File: config.mk
export PLATFORM = sky130hd
export DESIGN_NAME = conv_window_gen
export DESIGN_NICKNAME = d
export VERILOG_FILES = /design/src/rtl/conv_window_gen.sv
export SDC_FILE = /design/constraint.sdc
export NUM_CORES = 1
export LEC_CHECK = 0
export ABC_AREA = 1
export BUFFER_PORTS_ARGS = -buffer_cell sky130_fd_sc_hd__buf_4
export CORE_MARGIN = 4
export CORE_UTILIZATION = 35
export DETAILED_ROUTE_END_ITERATION = 6
export GPL_TIMING_DRIVEN = 0
export PLACE_DENSITY = 0.51
export SYNTH_ARGS = -nofsm -noshare
export SYNTH_HDL_FRONTEND = slang
export SYNTH_SLANG_ARGS = --single-unit
File: constraint.sdc
create_clock -name clk -period 3.6 [get_ports clk]
set_clock_uncertainty 0.1 [all_clocks]
set_input_delay 0.36 -clock clk [delete_from_list [all_inputs] [get_ports clk]]
set_output_delay 0.36 -clock clk [all_outputs]
set_load 0.02 [all_outputs]
File: src/rtl/conv_window_gen.sv
// Turns a raster pixel stream into 3x3 windows for the convolution stage.
// Two line buffers hold the previous rows. One start/done handshake is made per window.
module conv_window_gen #(
    parameter int IMG_W = 8,
    parameter int IMG_H = 8
) (
    input  logic        clk,
    input  logic        reset,
    input  logic [7:0]  pix_in,
    input  logic        pix_valid,
    output logic        pix_ready,
    output logic [71:0] data_out,
    output logic        start,
    input  logic        done,
    output logic        frame_done
);
    localparam int CW = (IMG_W > 1) ? $clog2(IMG_W) : 1;
    localparam int RW = (IMG_H > 1) ? $clog2(IMG_H) : 1;
    localparam logic [CW-1:0] COL_LAST = CW'(IMG_W - 1);
    localparam logic [RW-1:0] ROW_LAST = RW'(IMG_H - 1);

    typedef enum logic [1:0] {FILL, ISSUE, GAP} state_t;

    state_t        state_q, state_d;
    logic [CW-1:0] col_q, col_d;
    logic [RW-1:0] row_q, row_d;
    logic [71:0]   data_q, data_d;
    logic          last_q, last_d;
    logic [7:0]    win_q [3][3];
    logic [7:0]    win_d [3][3];
    logic [7:0]    lb0_q [IMG_W];
    logic [7:0]    lb1_q [IMG_W];
    logic [7:0]    lb0_rd, lb1_rd;
    logic          accept, complete;

    assign accept   = pix_valid & pix_ready;
    assign complete = (row_q >= RW'(2)) && (col_q >= CW'(2));
    assign lb0_rd   = lb0_q[col_q];
    assign lb1_rd   = lb1_q[col_q];

    // State register
    always_ff @(posedge clk or posedge reset) begin
        if (reset) state_q <= FILL;
        else       state_q <= state_d;
    end

    // Next-state logic
    always_comb begin
        state_d = state_q;
        case (state_q)
            FILL:    if (accept && complete) state_d = ISSUE;
            ISSUE:   if (done) state_d = GAP;
            GAP:     state_d = FILL;
            default: state_d = FILL;
        endcase
    end

    // Outputs; start drops as soon as reset asserts because the state is cleared asynchronously
    always_comb begin
        pix_ready  = (state_q == FILL) && !reset;
        start      = (state_q == ISSUE);
        frame_done = (state_q == GAP) && last_q;
    end

    assign data_out = data_q;

    always_comb begin
        col_d  = col_q;
        row_d  = row_q;
        data_d = data_q;
        last_d = last_q;
        for (int r = 0; r < 3; r++)
            for (int c = 0; c < 3; c++)
                win_d[r][c] = win_q[r][c];
        if (accept) begin
            for (int r = 0; r < 3; r++) begin
                win_d[r][0] = win_q[r][1];
                win_d[r][1] = win_q[r][2];
            end
            win_d[0][2] = lb0_rd;
            win_d[1][2] = lb1_rd;
            win_d[2][2] = pix_in;
            if (col_q == COL_LAST) begin
                col_d = '0;
                row_d = (row_q == ROW_LAST) ? '0 : row_q + 1'b1;
            end else begin
                col_d = col_q + 1'b1;
            end
            if (complete) begin
                for (int r = 0; r < 3; r++)
                    for (int c = 0; c < 3; c++)
                        data_d[(r*3+c)*8 +: 8] = win_d[r][c];
                last_d = (row_q == ROW_LAST) && (col_q == COL_LAST);
            end
        end
    end

    always_ff @(posedge clk or posedge reset) begin
        if (reset) begin
            col_q  <= '0;
            row_q  <= '0;
            data_q <= '0;
            last_q <= 1'b0;
            for (int r = 0; r < 3; r++)
                for (int c = 0; c < 3; c++)
                    win_q[r][c] <= '0;
        end else begin
            col_q  <= col_d;
            row_q  <= row_d;
            data_q <= data_d;
            last_q <= last_d;
            for (int r = 0; r < 3; r++)
                for (int c = 0; c < 3; c++)
                    win_q[r][c] <= win_d[r][c];
        end
    end

    // Line buffers are never reset; row/col gating keeps stale entries out of windows
    always_ff @(posedge clk) begin
        if (accept) begin
            lb0_q[col_q] <= lb1_rd;
            lb1_q[col_q] <= pix_in;
        end
    end
endmodule
==> out/results.txt <==
status = finished, final reports clean
Storage cell area = 0.00707 mm^2
Num Clock Sinks = 257
GR Overflow Total = 0
vias per cell = 4.56
Max Slew Vio Count = 0
Multi-input gate area = 0.00286 mm^2
Iter 0 DRT Violations = 445
Hold Path Depth = 1
Mapped Area = 0.0102 mm^2
Avg Synthesized Cell Area = 9.85 um^2
CP max FO = 10
internal cell power = 6.85 mW
adder-cell share of the synthesized area = 0.611%
global-route wire length before repair = 41,700 um
Post-DRT Antenna Nets = 0
Die H = 179 um
Final Wtd Congestion = 0.779
vias after detailed routing = 7,209
worst reg-to-reg setup slack = 0.93 ns
sequential fraction of the synthesis area = 69.0%
Flop pwr share = 40.5%
site row count = 62
H-tree Lvls = 1
Final WS setup = 0.933 ns
GRT Util Overall = 16.6%
Pleak = 6.02 nW
CTS tree = built
Worst Setup Path Type = flip-flop to flip-flop
Reg-to-Reg Start = col_q[1]
Peak Freq = 375 MHz
worst skew pair latency = 0.53 ns
Syn. warnings = 0
Primary FF master, synth = dfrtp_1
Syn-to-layout area delta = 22.1%
Clock transition at path regs = 0.06 ns
postcts setup bufs = 0
Psw = 4.14 mW
Synth Register Bits = 257
Clock Tree Buf Depth = 3
post-route cell area = 0.0125 mm^2
Worst Setup Start Kind = flip-flop
Worst EP required = 3.72 ns
largest net degree at the start of global routing = 38
die area = 0.0321 mm^2
RR Endpoint = lb1_q[3][3]
switching share of power = 37.7%
Worst R2R Path Depth = 5
Max VDD drop = 469 uV
PortBufs = 86
Max Cap Viol = 0
DRT Wirelength = 26,100 um
Mapped Cells = 1,040
Synthesized Nets = 1,057
Clock power frac = 24.5%
relative slew slack = 43.4%
number of synthesized flops with an enable pin = 128
antenna cells = 0
Worst Hold Class = input pin to flip-flop
# DRC = 0
CORE AREA = 0.0288 mm^2
share of power burned in combinational logic = 35.0%
Setup-failing EPs final = 0
Compound-Gate Fraction of Synth Area = 1.56%
num ports = 87
Final Cycle Share = 74.1%
TritonRoute pass-1 iters = 5
filler cell count = 2,757
worst slew pin tran = 0.842 ns
total CTS buffers = 27
Unique masters post-synth = 20
HP Start = pix_in[7]
wire per inst = 16.5 um
layout cell share with drive strength beyond 1 = 16.9%
CP Data Arrival Time = 2.79 ns
NumNets Final = 1,195
XOR/XNOR Fraction of Synth Area = 0%
Hold Violations, Final = 0
Simple-Gate Fraction of Synth Area = 25.2%
pre-CTS setup slack = 0.977 ns
Setup crit end kind = flip-flop
multiplexer share of the synthesized area = 0%
Die Wd = 179 um
vias in the first global route = 7,418
post-route minimum period = 2.67 ns
P per Cell Area = 878 mW/mm^2
clk root buf = clkbuf_16
unrepaired setup endpoints after global routing = no
Hold Crit Endpoint = lb1_q[2][7]
initial antenna violation count = 0
Async SR Flop Fraction = 50.2%
DP HPWL = 18,200 um
initial core utilization = 35.6%
largest family of logic cells by synthesized area = simple AND/OR/NAND/NOR gates
Placement Cell Area = 0.0116 mm^2
==> cells in the final DEF, fill, tap and decap left out, types with 9 or more instances in the layout <==
master     synthesis  final
inv_1             17     16
clkbuf_16          0     28
clkbuf_1           8     18
clkbuf_8           0      9
edfxtp_1         128    128
o21ai_1           10     10
buf_4              1    104
nand2_1          642    642
o21ai_0           22     22
dfrtp_1          129    129
buf_2             35     35
==> synthesized netlist by cell type (all sizes together) (3+ instances only) <==
library cell | instances | area (um^2)
nand2 | 643 | 2420
dfrtp | 129 | 3230
edfxtp | 128 | 3840
buf | 46 | 265
o21ai | 32 | 160
inv | 20 | 75.1
nor2 | 9 | 41.3
clkbuf | 8 | 30.0
nand4 | 8 | 50.1
nor4 | 8 | 50.1
ha | 5 | 62.6
nand3 | 3 | 15.0
==> power groups by stage <==
| stage | clock network [mW] | logic [mW] | registers (mW) |
|---|---|---|---|
| 3_3_place_gp | 0 | 3.79 | 4.51 |
| 4_1_cts | 2.76 | 3.92 | 4.46 |
| 2_1_floorplan | 0 | 1.93 | 4.80 |
| 6_report | 2.70 | 3.85 | 4.45 |
| 5_1_grt | 2.89 | 4.32 | 4.54 |
| 3_5_place_dp | 0 | 3.90 | 4.50 |
==> timing repair <==
item	CTS	global route
endpoints found under the hold margin	27	0
gates resized for setup	0	0
hold buffers	2	0
==> metal layers <==
| layer | up-vias | wire [um] | global-route usage, % |
|---|---|---|---|
| li1 | 3562 | - | - |
| met1 | 3469 | 12300 | 23.9 |
| met2 | 142 | 12200 | 27.0 |
| met3 | 36 | 1120 | 2.38 |
| met4 | 0 | 459 | 3.65 |
| met5 | - | 0 | 0 |
==> area by class of cell <==
type                            count  share of cell area [%]
Clock inverter                      1                  0.0400
Timing Repair Buffer              109                    6.91
Inverter                           20                   0.630
Buffer                             54                    2.36
Tap cell                          384                    3.84
Multi-Input combinational cell    709                    22.8
Sequential cell                   257                    56.5
Clock buffer                       47                    6.89
==> state kept, by name, indices dropped and copies added (netlist names) <==
signal	count
last_q	1
lb1_q	64
state_q	2
col_q	3
lb0_q	64
row_q	3
win_q	48
data_out	72
==> stage by stage <==
step                      cells  hold slack [ns]  setup TNS (ns)  total power [mW]  utilization (%)
final                      1581           0.0139               0              11.0             43.5
after global routing       1581          0.00320               0              11.8             43.5
after CTS                  1581          0.00338               0              11.1             43.5
after floorplan            1040            0.349               0              6.73                -
after detailed placement   1531            0.361               0              8.40             40.4
after global placement     1510            0.359         -132.73              8.30             39.5
==> critical path, stage by stage (launching register included) <==
cell and delay [ns]:
dfrtp_1 0.46, inv_1 0.09, buf_2 0.20, buf_1 0.36, nor4_2 0.84, buf_4 0.31
==> cells by family after synthesis <==
logic type	count (synthesis)
and+or+nand+nor	672
AOI/OAI and AO/OA	32
buffers and inverters	74
DFF	257
adders and majority gates	5
==> how the worst max path moves through the flow <==
stage | endpoint | cells after the start | from
6_report | lb1_q[3][3] | 5 | col_q[1]
5_1_grt | lb1_q[3][0] | 5 | col_q[1]
4_1_cts | lb1_q[3][3] | 5 | col_q[1]
3_5_place_dp | lb1_q[3][7] | 5 | col_q[1]
3_3_place_gp | lb1_q[2][2] | 4 | col_q[1]
2_1_floorplan | lb0_q[1][0] | 4 | state_q[0]
Power figures use the tool's default switching activity.
